==> config.mk <==
export PLATFORM = sky130hd
export DESIGN_NAME = trap_ctl
export DESIGN_NICKNAME = d
export VERILOG_FILES = /design/src/rtl/trap_ctl.sv
export SDC_FILE = /design/constraint.sdc
export NUM_CORES = 1
export LEC_CHECK = 0
export ABC_AREA = 1
export CAP_MARGIN = 10
export CELL_PAD_IN_SITES_DETAIL_PLACEMENT = 2
export CELL_PAD_IN_SITES_GLOBAL_PLACEMENT = 2
export CORE_MARGIN = 2
export CORE_UTILIZATION = 22
export DETAILED_ROUTE_END_ITERATION = 7
export PLACE_DENSITY_LB_ADDON = 0.05
export SLEW_MARGIN = 20
export SYNTH_ARGS = -nofsm -noshare
export SYNTH_HDL_FRONTEND = slang
export SYNTH_SLANG_ARGS = --single-unit
==> constraint.sdc <==
create_clock -name i_clk -period 4.1 [get_ports i_clk]
set_input_delay 0.41 -clock i_clk [delete_from_list [all_inputs] [get_ports i_clk]]
set_output_delay 0.41 -clock i_clk [all_outputs]
set_load 0.01 [all_outputs]
==> src/rtl/trap_ctl.sv <==
// Machine-mode trap sequencer: ecall/mret/external irq -> CSR update, flush, redirect handshake.
// Build option: define TRAP_CTL_IRQ_EN to compile in the external-interrupt path.
module trap_ctl #(
  parameter logic [31:0] RESET_MTVEC = 32'h0000_0100
) (
  input  logic        i_clk,
  input  logic        i_rst,
  input  logic        i_valid_m,
  input  logic [31:0] i_pc_m,
  input  logic        i_ecall_m,
  input  logic        i_mret_m,
  input  logic        i_csr_wr_m,
  input  logic [11:0] i_csr_addr_m,
  input  logic [31:0] i_csr_wdata_m,
  input  logic        i_ext_irq,
  input  logic        i_redirect_ready,
  output logic        o_flush_exception,
  output logic        o_stall,
  output logic        o_redirect_valid,
  output logic [31:0] o_redirect_pc,
  output logic [31:0] o_mtvec,
  output logic [31:0] o_mepc,
  output logic [31:0] o_mcause,
  output logic [31:0] o_mstatus
);

  typedef enum logic [1:0] {IDLE, FLUSH, REDIRECT} state_t;

  state_t      state, state_n;
  logic        mie, mpie, mie_n, mpie_n;
  logic        flush_n, stall_n, rvalid_n;
  logic [31:0] rpc_n, mtvec_n, mepc_n, mcause_n;
  logic        irq_take;

`ifdef TRAP_CTL_IRQ_EN
  assign irq_take = i_ext_irq & mie;
`else
  logic unused_irq;
  assign unused_irq = i_ext_irq;
  assign irq_take   = 1'b0;
`endif

  assign o_mstatus = {24'd0, mpie, 3'd0, mie, 3'd0};

  always_comb begin
    state_n  = state;
    flush_n  = 1'b0;
    stall_n  = o_stall;
    rvalid_n = o_redirect_valid;
    rpc_n    = o_redirect_pc;
    mtvec_n  = o_mtvec;
    mepc_n   = o_mepc;
    mcause_n = o_mcause;
    mie_n    = mie;
    mpie_n   = mpie;
    case (state)
      IDLE: begin
        stall_n  = 1'b0;
        rvalid_n = 1'b0;
        if (i_valid_m) begin
          // Trap priority: mret > ecall > irq; any trap drops a coincident CSR write.
          if (i_mret_m) begin
            rpc_n  = o_mepc;
            mie_n  = mpie;
            mpie_n = 1'b1;
          end else if (i_ecall_m || irq_take) begin
            rpc_n    = o_mtvec;
            mepc_n   = i_pc_m;
            mcause_n = i_ecall_m ? 32'd11 : 32'h8000_000B;
            mpie_n   = mie;
            mie_n    = 1'b0;
          end else if (i_csr_wr_m) begin
            case (i_csr_addr_m)
              12'h300: begin
                mie_n  = i_csr_wdata_m[3];
                mpie_n = i_csr_wdata_m[7];
              end
              12'h305: mtvec_n  = {i_csr_wdata_m[31:2], 2'b00};
              12'h341: mepc_n   = {i_csr_wdata_m[31:2], 2'b00};
              12'h342: mcause_n = i_csr_wdata_m;
              default: ;
            endcase
          end
          if (i_mret_m || i_ecall_m || irq_take) begin
            state_n = FLUSH;
            flush_n = 1'b1;
            stall_n = 1'b1;
          end
        end
      end
      FLUSH: begin
        state_n  = REDIRECT;
        stall_n  = 1'b1;
        rvalid_n = 1'b1;
      end
      REDIRECT: begin
        if (i_redirect_ready) begin
          state_n  = IDLE;
          stall_n  = 1'b0;
          rvalid_n = 1'b0;
        end
      end
      default: state_n = IDLE;
    endcase
  end

  always_ff @(posedge i_clk or posedge i_rst) begin
    if (i_rst) begin
      state             <= IDLE;
      o_flush_exception <= 1'b0;
      o_stall           <= 1'b0;
      o_redirect_valid  <= 1'b0;
      o_redirect_pc     <= 32'd0;
      o_mtvec           <= RESET_MTVEC;
      o_mepc            <= 32'd0;
      o_mcause          <= 32'd0;
      mie               <= 1'b0;
      mpie              <= 1'b0;
    end else begin
      state             <= state_n;
      o_flush_exception <= flush_n;
      o_stall           <= stall_n;
      o_redirect_valid  <= rvalid_n;
      o_redirect_pc     <= rpc_n;
      o_mtvec           <= mtvec_n;
      o_mepc            <= mepc_n;
      o_mcause          <= mcause_n;
      mie               <= mie_n;
      mpie              <= mpie_n;
    end
  end

endmodule

Yosys cells after proc, flatten, opt, wreduce, memory -nomap -nowiden
Index checks and enable logic that the tools add are counted.

cells by class
  add/sub/neg operators = 0
  $mul = 0
  divide/modulo/power cells = 0
  magnitude comparators = 0
  equality and inequality tests = 9
  shift operators = 0
  multiplexer cells = 26
  bitwise operators = 2
  reduce and logical (&&, ||, !) cells = 16

operator list
  kind                                                                      number
  32-bit 2-to-1 mux                                                         8
  12-bit by 10-bit equality test with 1-bit output (second input constant)  4
  1-bit 2-to-1 mux                                                          12
  5-bit AND reduction                                                       2
  3-bit nonzero test                                                        3
  2-bit nonzero test                                                        4
  2-bit 2-to-1 mux                                                          3
  2-bit inequality test (second input constant)                             3
  1-bit case mux with 3 select lines                                        2
  2-bit case mux with 3 select lines                                        1
  3-bit AND reduction                                                       2
  6-bit AND reduction                                                       1
  4-bit AND reduction                                                       1
  2-bit by 1-bit equality test with 1-bit output (second input constant)    1
  2-bit equality test (second input constant)                               1
  2-bit zero test                                                           1
  1-bit NOT                                                                 2
  2-bit AND reduction                                                       1
  1-bit logical OR                                                          1

word-level totals
  flip-flop bits (word level) = 133
  latch bits = 0
  bits in writable memories = 0
  bits in read-only memories = 0
  input bits = 84
  output and inout bits = 163
  logic and storage cells = 63
  memories kept = 0

Logic depth before layout (Yosys ltp)
Gate-level depths: netlist (run 1).

  depth after elaboration = 5
  mapped depth = 10
  mapped depth without buffers = 10

Worst setup path before layout (run 1)
OpenSTA, ideal clock, no wires.

  kind = register to register
  start = register state[0]
  end = register o_mtvec[20]
  setup time = 0.066 ns
  arrival = 1.476 ns
  data required time = 4.034 ns
  setup slack = 2.558 ns
  cell stages (with the launch flop) = 11
  buffers on the path = 2
  clock period less this slack = 1.542 ns
  path through = dfrtp_1 -> inv_1 -> ha_1 -> nand2_1 -> nor2_1 -> nand2_1 -> nor2_2 -> buf_4 -> buf_6 -> nand3_1 -> nand2_1

on the way
  longest elaborated chain between the ends = 2

RTL lines
  item                                  line  RTL
  start, declared                       29    state_t state, state_n;
  start signal, assigned                120   state <= state_n;
  2-bit zero test                       56    case (state)
  6-bit AND reduction (no source line)  -
  end signal, assigned                  125   o_mtvec <= mtvec_n;
  end, declared                         21    output logic [31:0] o_mtvec,

No other way between the ends.
A chain may end at the register's enable or synchronous reset.

Final worst setup path (run 1)
  start = register state[0]
  end = register o_mtvec[9]

The elaborated chain is that of the path after synthesis.

==> results of run 1 <==
==> layout make-up <==
class                   count  area [µm²]
fillers                  3296       19280
repair buffers            228        2247
clock buffers              17       425.4
diodes                      1       2.502
well taps                 384       480.5
inverters                  50       192.7
flip-flops and latches    133        3329
multi-input cells         596        2547
clock inverters            14       270.3
==> where the power goes <==
| group | internal (mW) | total (mW) | leakage, nW | switching (mW) |
|---|---|---|---|---|
| logic | 1.07 | 2.04 | 2.65 | 0.972 |
| registers | 1.76 | 2.10 | 1.71 | 0.344 |
| clock network | 1.21 | 1.87 | 0.335 | 0.656 |
==> cell usage after synthesis <==
| cell type | number |
|---|---|
| nand2_1 | 367 |
| dfrtp_1 | 132 |
| nand3_1 | 104 |
| buf_4 | 42 |
| inv_1 | 42 |
| nor2_1 | 40 |
| a31oi_1 | 30 |
| buf_2 | 22 |
| clkbuf_1 | 13 |
| inv_2 | 8 |
| ha_1 | 5 |
| buf_1 | 4 |
| o21ai_1 | 4 |
| a21oi_1 | 3 |
| nor2_2 | 2 |
| nor2_4 | 2 |
| or2_2 | 2 |
| buf_6 | 1 |
| conb_1 | 1 |
| dfstp_2 | 1 |
| nand3b_1 | 1 |
| nor3_1 | 1 |
| o21ai_0 | 1 |
| o22a_1 | 1 |
| o31ai_1 | 1 |
==> per-layer routing <==
metal | track usage | vias up | wire (µm)
li1 | - | 2923 | -
met2 | 0.2959 | 140 | 12850
met5 | 0 | - | 25
met3 | 0.03982 | 15 | 1265
met1 | 0.2346 | 3008 | 12260
met4 | 0.03646 | 4 | 199
==> registers in the layout (all words and copies together) (netlist names) <==
register and flops:
o_mepc 32, mie 1, o_redirect_pc 32, o_mcause 32, mpie 1, o_mtvec 30
o_flush_exception 1, o_redirect_valid 1, o_stall 1, state 2
==> cell families (layout without fill, tap and decap cells) <==
group | Yosys count | after routing | share of synthesized area
AND/OR/NAND/NOR | 519 | 519 | 0.3276
flip-flops | 133 | 133 | 0.5173
buffers and inverters | 132 | 309 | 0.1069
AO/OA/AOI/OAI | 40 | 40 | 0.03791
adder cells (fa/ha/maj) | 5 | 5 | 0.009720
other | 1 | 33 | 0.0005826
==> worst register-to-register path, stage by stage, from the launching register on <==
cell and delay (ns):
dfrtp_1 0.40, inv_1 0.15, ha_1 0.19, nand2_1 0.18, nor2_1 0.15, nand2_1 0.07, nor2_2 0.49, nand2_1 0.10
buf_4 0.28, nand2_1 0.12, nand2_1 0.06
==> through the flow <==
stage               power (mW)  std cells
CTS                      6.140       1422
detailed placement       4.223       1391
global route             6.396       1422
finish                   6.010       1423
global placement         4.180       1391
floorplan                2.939        861
==> worst min path at each step <==
stage | start | to | slack (ns) | cells after the start
floorplan | o_mtvec[8]$_DFFE_PP1P_ | o_mtvec[8]$_DFFE_PP1P_ | 0.47 | 2
global placement | o_mcause[6]$_DFFE_PP0P_ | o_mcause[6]$_DFFE_PP0P_ | 0.45 | 2
detailed placement | o_mcause[26]$_DFFE_PP0P_ | o_mcause[26]$_DFFE_PP0P_ | 0.46 | 2
CTS | i_ecall_m | o_mepc[0]$_DFFE_PP0P_ | 0.45 | 3
global route | i_ecall_m | o_mepc[0]$_DFFE_PP0P_ | 0.47 | 3
finish | i_rst | o_redirect_pc[22]$_DFFE_PP0P_ | 0.45 | 2
==> impl_results.md, run 1 <==
* Max_slew headroom at 0.3878
* Power Dens Cells at 633.0 nW/µm²
* Number of remaining DRC errors at 0
* P&R area growth vs syn at 47.53%
* Clk pin slew, worst setup/hold paths at 0.07 ns
* Die width at 175.0 µm
* Delay-heaviest family, CP: simple AND/OR/NAND/NOR gates
* DP Area at 8797 µm²
* NumNets Final at 1115
* First DRT Iteration DRCs at 253
* Tmin final at 2.314 ns
* GRT Residual Overflow at 0
* Fin. max-slew vios at 0
* Routability cong. at 0.7896
* Setup crit end kind: flop
* Unrepaired setup endpoints after global routing: false
* Vias per cell at 4.280
* Critical path arrival at 2.62 ns
* First-pass GRT wire length at 41.23 mm
* Starting Density at 0.2236
* Hold WS at 0.4499 ns
* Yosys warns at 0
* Largest vdd supply drop at 0.2374 mV
* Worst Slack Setup Final at 1.786 ns
* Pin count of the biggest net entering global routing at 62
* I/O Buffers at 213
* Buf/Inv on CP at 2
* Clock Latency Late Sink at 0.42 ns
* Clock buffer depth at 2
* Critical Path Sink: o_mtvec[9]$_DFFE_PP0P_
* Crit-path max cell delay at 0.49 ns
* Leakage Power at 4.694 nW
* Most frequent cells in the layout: 367 x nand2_1, 211 x clkdlybuf4s50_1, 132 x dfrtp_1, 104 x nand3_1, 41 x inv_1
* CP Class: reg2reg
* Critical R2R Launch: state[0]$_DFFE_PP0P_
* ANT nets after route at 0
* Final setup violation count at 0
* Average wire per standard cell at 18.69 µm
* Drt first pass iters at 4
* Total die area at 30640 µm²
* Sequential area share after synthesis at 0.5173
* Fin crit share at 0.5645
* Initial antenna violation count at 3
* Crit path top cell by count: nand2_1
* Outcome: completed
* Worst Tran Pin Value at 0.9183 ns
* Share of layout cells above drive strength 1 at 0.06262
* Area contributors post-synth: dfrtp_1 51%, nand2_1 21%, nand3_1 8.1%, buf_4 4.9%, a31oi_1 2.9%
* Worst path slowest cell: nor2_2
* Root Driver: clkbuf_16
* CORE AREA at 28780 µm²
* RR Endpoint: o_mtvec[9]$_DFFE_PP0P_
* CP Max Fanout at 31
* Fmax at 432.1 MHz
* HPWL after detailed placement at 19.41 mm
* Pre-CTS setup slack at 1.358 ns
* R2r worst-path depth at 10
* Critical Path Start: state[0]$_DFFE_PP0P_
* Max cap viols at 0
* Syn Inst Count at 830
* Worst Path Required at 4.40 ns
* Die height at 175.0 µm
* # IOs at 247
* Setup Buffers After CTS at 0
* Post-route setup TNS at 0 ns
* Vias in the first global route at 6601
* Synth Cell Area at 6436 µm²
* Stages on worst setup path at 10
* Final non-filler cell area at 9495 µm²
* Clock sinks at 133
* CTS tree: yes
* FF-to-FF setup slack at 1.79 ns
* WL final at 26.60 mm
* H-tree levels at 4
* Commonest non-fill, non-tap cell in the layout: nand2_1
* Post-synth top area cell: dfrtp_1
* Yosys cell types at 25
* Fin util at 0.3299
* Clk_skew at 0.01215 ns
* PostCTS Resize Cnt at 0
* Final hold vios at 0
* CTS buffer count at 17
* Critical-path cell list: inv_1 -> ha_1 -> nand2_1 -> nor2_1 -> nand2_1 -> nor2_2 -> nand2_1 -> buf_4 -> nand2_1 -> nand2_1
* Row cnt at 62
* Synth Area per Inst at 7.754 µm²
* Total GRT Usage at 0.1770
* #FFs+latches synth at 133
* Hold/Removal Path Class: in2async
* Hold buffers post-CTS at 0
* Via count at 6090
* CP startpoint kind: flop
* Synth top area share at 0.5132
No activity file was read; power rests on OpenSTA's default activity.
==> run 2: changes to the inputs <==
CORE_UTILIZATION = 24   (was 22)
clock period = 2.2 ns   (was 4.1 ns; I/O delays follow)
==> run 2 against run 1 <==
Die area is 8.1% lower. Clock power up 58%. Via count is 2.0% higher. Sequential share of layout area hardly changed. First-iteration DRC count is 17% lower. Worst setup slack got worse by 1.5 ns.
==> impl_results.md, run 2 (synthesis results as in run 1) <==
* Outcome: completed
* Critical-path cell list: inv_1 -> ha_1 -> nand2_1 -> nor2_1 -> nand2_1 -> nor2_4 -> nand2_1 -> buf_4 -> nand2_1 -> o21ai_1
* Critical path arrival at 2.20 ns (-0.42 ns)
* FILL cells at 3007 (-8.8%)
* Final hold vios at 0 (unchanged)
* Setup crit end kind: flop
* Clock share of power at 0.276 (-0.035)
* Clock buffer depth at 2 (unchanged)
* Fin. max-slew vios at 0 (unchanged)
* Fmax at 523.9 MHz (+21%)
* Total GRT Usage at 0.1884 (+0.01144)
* Area occupied by multi-input gates at 2560 µm² (+0.49%)
* Vias per cell at 4.498 (+5.1%)
* Worst path slowest cell: dfrtp_1
* Delay-heaviest family, CP: simple AND/OR/NAND/NOR gates
* Share of layout cells above drive strength 1 at 0.06986 (+0.007236)
* P_int at 7.091 mW (+76%)
* Final setup violation count at 0 (unchanged)
* Initial antenna violation count at 3 (unchanged)
* Worst Path Required at 2.49 ns (-1.91 ns)
* I/O Buffers at 213 (unchanged)
* # IOs at 247 (unchanged)
* Max_slew headroom at 0.6468 (+0.2590)
* Commonest non-fill, non-tap cell in the layout: nand2_1
* DP Area at 8907 µm² (+1.3%)
* Clock sinks at 133 (unchanged)
* Largest regs: o_mcause x32, o_mepc x32, o_redirect_pc x32
* Clk pin slew, worst setup/hold paths at 0.07 ns (about the same)
* Seq pwr share at 0.363 (+0.013)
* Fin cells at 1381 (-3.0%)
* CP startpoint kind: flop
* Die width at 167.8 µm (-4.2%)
* Power Dens Cells at 1123 nW/µm² (+77%)
* CP Max Fanout at 31 (unchanged)
* CTS buffer count at 17 (unchanged)
* P&R area growth vs syn at 47.55% (about the same)
* GRT Residual Overflow at 0 (unchanged)
* First DRT Iteration DRCs at 209 (-17%)
* Setup Buffers After CTS at 0 (unchanged)
* Largest vdd supply drop at 0.3382 mV (+42%)
* PostCTS Resize Cnt at 0 (unchanged)
* Starting Density at 0.2456 (+0.02196)
* CP Class: reg2reg
* ANT nets after route at 0 (unchanged)
* Leakage Power at 4.707 nW (+0.27%)
* Max cap viols at 0 (unchanged)
* CORE AREA at 26210 µm² (-8.9%)
* Crit path top cell by count: nand2_1
* Worst Tran Pin Value at 0.5287 ns (-0.3896 ns)
* Clock Latency Late Sink at 0.42 ns (about the same)
* Number of remaining DRC errors at 0 (unchanged)
* Routability cong. at 0.7151 (-9.4%)
* Unrepaired setup endpoints after global routing: false
* Critical Path Start: state[0]$_DFFE_PP0P_
* Average wire per standard cell at 18.56 µm (-0.71%)
* Die height at 167.8 µm (-4.2%)
* Sequential Area at 3329 µm² (unchanged)
* NumNets Final at 1123 (+0.72%)
* Pin count of the biggest net entering global routing at 62 (unchanged)
* Row cnt at 59 (-4.8%)
* Hold/Removal Path Class: in2async
* Final non-filler cell area at 9497 µm² (about the same)
* HPWL after detailed placement at 18.33 mm (-5.6%)
* Crit-path max cell delay at 0.40 ns (-0.09 ns)
* CTS tree: yes
* Root Driver: clkbuf_16
* Power share of the combinational group at 0.361 (+0.022)
* Fin crit share at 0.8677 (+0.3032)
* Post-route setup TNS at 0 ns (unchanged)
* Critical R2R Launch: state[0]$_DFFE_PP0P_
* Tmin final at 1.909 ns (-0.4055 ns)
* Buf/Inv on CP at 2 (unchanged)
* Clk_skew at 0.01485 ns (+0.002702 ns)
* Inst Count DP at 1350 (-2.9%)
* Switching power at 3.578 mW (+81%)
* Vias in the first global route at 6734 (+2.0%)
* First-pass GRT wire length at 40.42 mm (-2.0%)
* Net Sw Frac at 0.3354 (+0.007327)
* Most frequent cells in the layout: 364 x nand2_1, 211 x clkdlybuf4s50_1, 132 x dfrtp_1, 104 x nand3_1, 41 x inv_1
* Hold buffers post-CTS at 0 (unchanged)
* H-tree levels at 4 (unchanged)
* WL final at 25.63 mm (-3.6%)
* Total die area at 28140 µm² (-8.1%)
* Drt first pass iters at 4 (unchanged)
* Via count at 6212 (+2.0%)
[run 2: cell count changes in the layout (fill, tap and decap cells not counted), moves of 3 or more]
cell	previous run	this run
inv_6	6	2
bufinv_16	7	3
buf_12	1	9
nand2_1	367	364
nand2_2	0	3
[run 2: final cells by class]
cell class,instances,share of cell area
Multi-Input combinational cell,596,0.2696
Inverter,50,0.02016
Sequential cell,133,0.3506
Tap cell,335,0.04414
Antenna cell,1,0.0002635
Timing Repair Buffer,236,0.2535
Clock buffer,19,0.04559
Clock inverter,11,0.01621
[run 2: final timing paths]
path,to,slack [ns],depth (start not counted)
max reg2reg,o_mtvec[3]$_DFFE_PP0P_,0.29,10
min,o_mtvec[5]$_DFFE_PP0P_,0.19,2
max in group asynchronous,o_mcause[9]$_DFFE_PP0P_,1.39,3
min reg2reg,o_mcause[15]$_DFFE_PP0P_,0.47,2
min in group i_clk,o_mepc[0]$_DFFE_PP0P_,0.29,3
max,o_mtvec[3]$_DFFE_PP0P_,0.29,10
[run 2: per-layer routing]
layer  track usage  wire, µm  vias to the layer above
met5             0        12                        -
met4       0.04386       241                        2
met3       0.04443      1283                       21
met2        0.3074     12100                      168
met1        0.2534     12000                     3073
li1              -         -                     2948
[run 2: per-stage QoR]
step / hold slack (ns) / util / setup WS (ns) / power [mW]
2_1_floorplan: 0.3324 / - / 0.3296 / 5.478
3_3_place_gp: 0.4539 / 0.3399 / 0.2929 / 7.755
3_5_place_dp: 0.4617 / 0.3399 / 0.2704 / 7.844
4_1_cts: 0.1898 / 0.3623 / 0.2578 / 10.88
5_1_grt: 0.2042 / 0.3624 / 0.1097 / 11.40
6_report: 0.1945 / 0.3624 / 0.2911 / 10.67
[run 2: worst reg2reg max path, cell delays in order, from the launching register on]
cell and delay (ns):
dfrtp_1 0.40, inv_1 0.14, ha_1 0.18, nand2_1 0.19, nor2_1 0.16, nand2_1 0.10
nor2_4 0.13, nand2_1 0.06, buf_4 0.25, nand2_1 0.11, o21ai_1 0.07
[run 2: power groups by stage]
stage	clock, mW	sequential (mW)	combinational [mW]
floorplan	0	4.16	1.32
global placement	0	3.91	3.84
detailed placement	0	3.93	3.91
CTS	3.05	3.90	3.94
global route	3.14	4.01	4.25
finish	2.95	3.87	3.85
==> run 3: changes to the inputs <==
REMOVE_ABC_BUFFERS = 1   (was unset)
clock period = 2.1 ns   (was 2.2 ns; I/O delays follow)
==> run 3 against run 2 <==
Count of clock-buffer cells in the layout down 1. Power up 3.8%. Sequential cell count unchanged. Critical path type unchanged. Largest power group is now combinational logic.
==> impl_results.md, run 3 (synthesis results as in run 1) <==
* Total die area at 28140 µm² (unchanged)
* Setup crit end kind: flop
* I/O Buffers at 213 (unchanged)
* Fmax at 527.4 MHz (+0.68%)
* Stages on worst setup path at 10 (unchanged)
* Share of layout cells above drive strength 1 at 0.08601 (+0.01615)
* Fin. max-slew vios at 0 (unchanged)
* Commonest non-fill, non-tap cell in the layout: nand2_1
* Die height at 167.8 µm (unchanged)
* Clk pin slew, worst setup/hold paths at 0.07 ns (about the same)
* Hold/Removal Path Class: in2async
* Leakage Power at 4.755 nW (+1.0%)
* Worst path slowest cell: dfrtp_1
* Drt first pass iters at 4 (unchanged)
* Pre-CTS setup slack at 0.1425 ns (-0.1279 ns)
* Critical Path Sink: o_mtvec[12]$_DFFE_PP0P_
* Outcome: completed
* Vias per cell at 4.466 (-0.72%)
* FF-to-FF setup slack at 0.20 ns (-0.09 ns)
* Initial antenna violation count at 0 (-3)
* CP Class: reg2reg
* Critical path arrival at 2.26 ns (+0.06 ns)
* H-tree levels at 4 (unchanged)
* CP startpoint kind: flop
* Tmin final at 1.896 ns (-0.01284 ns)
* Die width at 167.8 µm (unchanged)
* Worst Path Required at 2.46 ns (-0.03 ns)
* GRT Residual Overflow at 0 (unchanged)
* Starting Density at 0.2456 (unchanged)
* Tot Pwr at 11.08 mW (+3.8%)
* Row cnt at 59 (unchanged)
* Clk_skew at 0.01031 ns (-0.004534 ns)
* First DRT Iteration DRCs at 204 (-2.4%)
* R2r worst-path depth at 10 (unchanged)
* Largest vdd supply drop at 0.3667 mV (+8.4%)
* Fin crit share at 0.9029 (+0.03520)
* Number of remaining DRC errors at 0 (unchanged)
* Critical-path cell list: inv_1 -> ha_1 -> nand2_2 -> nor2_1 -> nand2_1 -> nor2_4 -> buf_4 -> buf_4 -> nand3_1 -> nand2_1
* ANT nets after route at 0 (unchanged)
* NumNets Final at 1134 (+0.98%)
* Clock sinks at 133 (unchanged)
* Via count at 6221 (+0.14%)
* Largest regs: o_mcause x32, o_mepc x32, o_redirect_pc x32
* Crit-path max cell delay at 0.40 ns (about the same)
* Vias in the first global route at 6923 (+2.8%)
* HPWL after detailed placement at 18.39 mm (+0.33%)
* Critical R2R Launch: state[0]$_DFFE_PP0P_
* First-pass GRT wire length at 40.77 mm (+0.87%)
* Antenna diode count at 0 (-1)
* Final setup violation count at 0 (unchanged)
* P&R area growth vs syn at 48.52%
* RR Endpoint: o_mtvec[12]$_DFFE_PP0P_
* Clock Latency Late Sink at 0.43 ns (about the same)
* CP Max Fanout at 10 (-68%)
* CTS buffer count at 17 (unchanged)
* # IOs at 247 (unchanged)
* Root Driver: clkbuf_16
* Most frequent cells in the layout: 361 x nand2_1, 211 x clkdlybuf4s50_1, 132 x dfrtp_1, 104 x nand3_1, 41 x inv_1
* Buf/Inv on CP at 3 (+1)
* Power Dens Cells at 1159 nW/µm² (+3.1%)
* Hold buffers post-CTS at 0 (unchanged)
* Routability cong. at 0.7133 (-0.25%)
* Pin count of the biggest net entering global routing at 40 (-35%)
* Critical Path Start: state[0]$_DFFE_PP0P_
* Clock buffer depth at 2 (unchanged)
* Average wire per standard cell at 18.60 µm (+0.20%)
* Final hold vios at 0 (unchanged)
* CTS tree: yes
* CORE AREA at 26210 µm² (unchanged)
* Max cap viols at 0 (unchanged)
* Delay-heaviest family, CP: simple AND/OR/NAND/NOR gates
* Total GRT Usage at 0.1899 (+0.001506)
* Unrepaired setup endpoints after global routing: false
* Worst Slack Setup Final at 0.2040 ns (-0.08716 ns)
* WL final at 25.90 mm (+1.1%)
## run 3: cell types whose count changed in the layout (fill, tap and decap cells not counted)
cell       before  now
buf_4          14   24
buf_6           0    1
bufinv_16       3    0
clkbuf_1        2    0
clkbuf_8        0    1
diode_2         1    0
inv_6           2    7
inv_8           0    1
nand2_1       364  361
nand2_2         3    6
## run 3: layer usage
| metal | up-vias | track usage | share of wire |
|---|---|---|---|
| li1 | 2959 | - | - |
| met1 | 3064 | 0.2485 | 0.46 |
| met2 | 177 | 0.3180 | 0.48 |
| met3 | 21 | 0.04254 | 0.051 |
| met4 | 0 | 0.04839 | 0.011 |
| met5 | - | 0 | 0 |
## run 3: how the worst min path moves through the flow
| stage | startpoint | to | cells after the start |
|---|---|---|---|
| 2_1_floorplan | i_csr_wdata_m[8] | o_mtvec[8]$_DFFE_PP1P_ | 2 |
| 3_3_place_gp | o_mcause[16]$_DFFE_PP0P_ | o_mcause[16]$_DFFE_PP0P_ | 2 |
| 3_5_place_dp | o_mcause[7]$_DFFE_PP0P_ | o_mcause[7]$_DFFE_PP0P_ | 2 |
| 4_1_cts | i_rst | o_mepc[30]$_DFFE_PP0P_ | 2 |
| 5_1_grt | i_rst | o_mepc[30]$_DFFE_PP0P_ | 2 |
| 6_report | i_rst | o_mepc[30]$_DFFE_PP0P_ | 2 |
## run 3: worst register-to-register path: cells and delay by family (launching register included)
family                   cells  cell delay, ns
adder cells (fa/ha/maj)      1            0.20
buffers and inverters        3            0.48
flip-flops                   1            0.40
AND/OR/NAND/NOR              6            0.76
## run 3: timing repair
item                                    in CTS  in global routing
setup buffers                                0                  2
endpoints found under the setup margin       0                 30
resized for setup                            0                  2
## run 3: area by class of cell
type	instances	area [µm²]
Fill cell	2938	16650
Inverter	50	192.7
Clock buffer	18	439.2
Multi-Input combinational cell	596	2567
Tap cell	335	419.2
Timing Repair Buffer	247	2494
Sequential cell	133	3329
Clock inverter	14	117.6
## run 3: power breakdown
group | total (mW) | leakage [nW] | internal (mW) | switching [mW]
combinational | 4.17 | 2.78 | 2.17 | 2.00
sequential | 3.99 | 1.71 | 3.43 | 0.560
clock | 2.92 | 0.267 | 1.58 | 1.34
## run 3: per-stage QoR
stage	instances	setup TNS, ns	hold WS, ns	cell area [µm²]	util
4_1_cts	1391	0	0.1860	9538	0.3640
6_report	1393	0	0.1806	9559	0.3648
2_1_floorplan	779	-311.73	0.3251	6052	-
3_3_place_gp	1359	0	0.4542	8981	0.3427
5_1_grt	1393	0	0.1987	9559	0.3648
3_5_place_dp	1359	0	0.4618	8981	0.3427
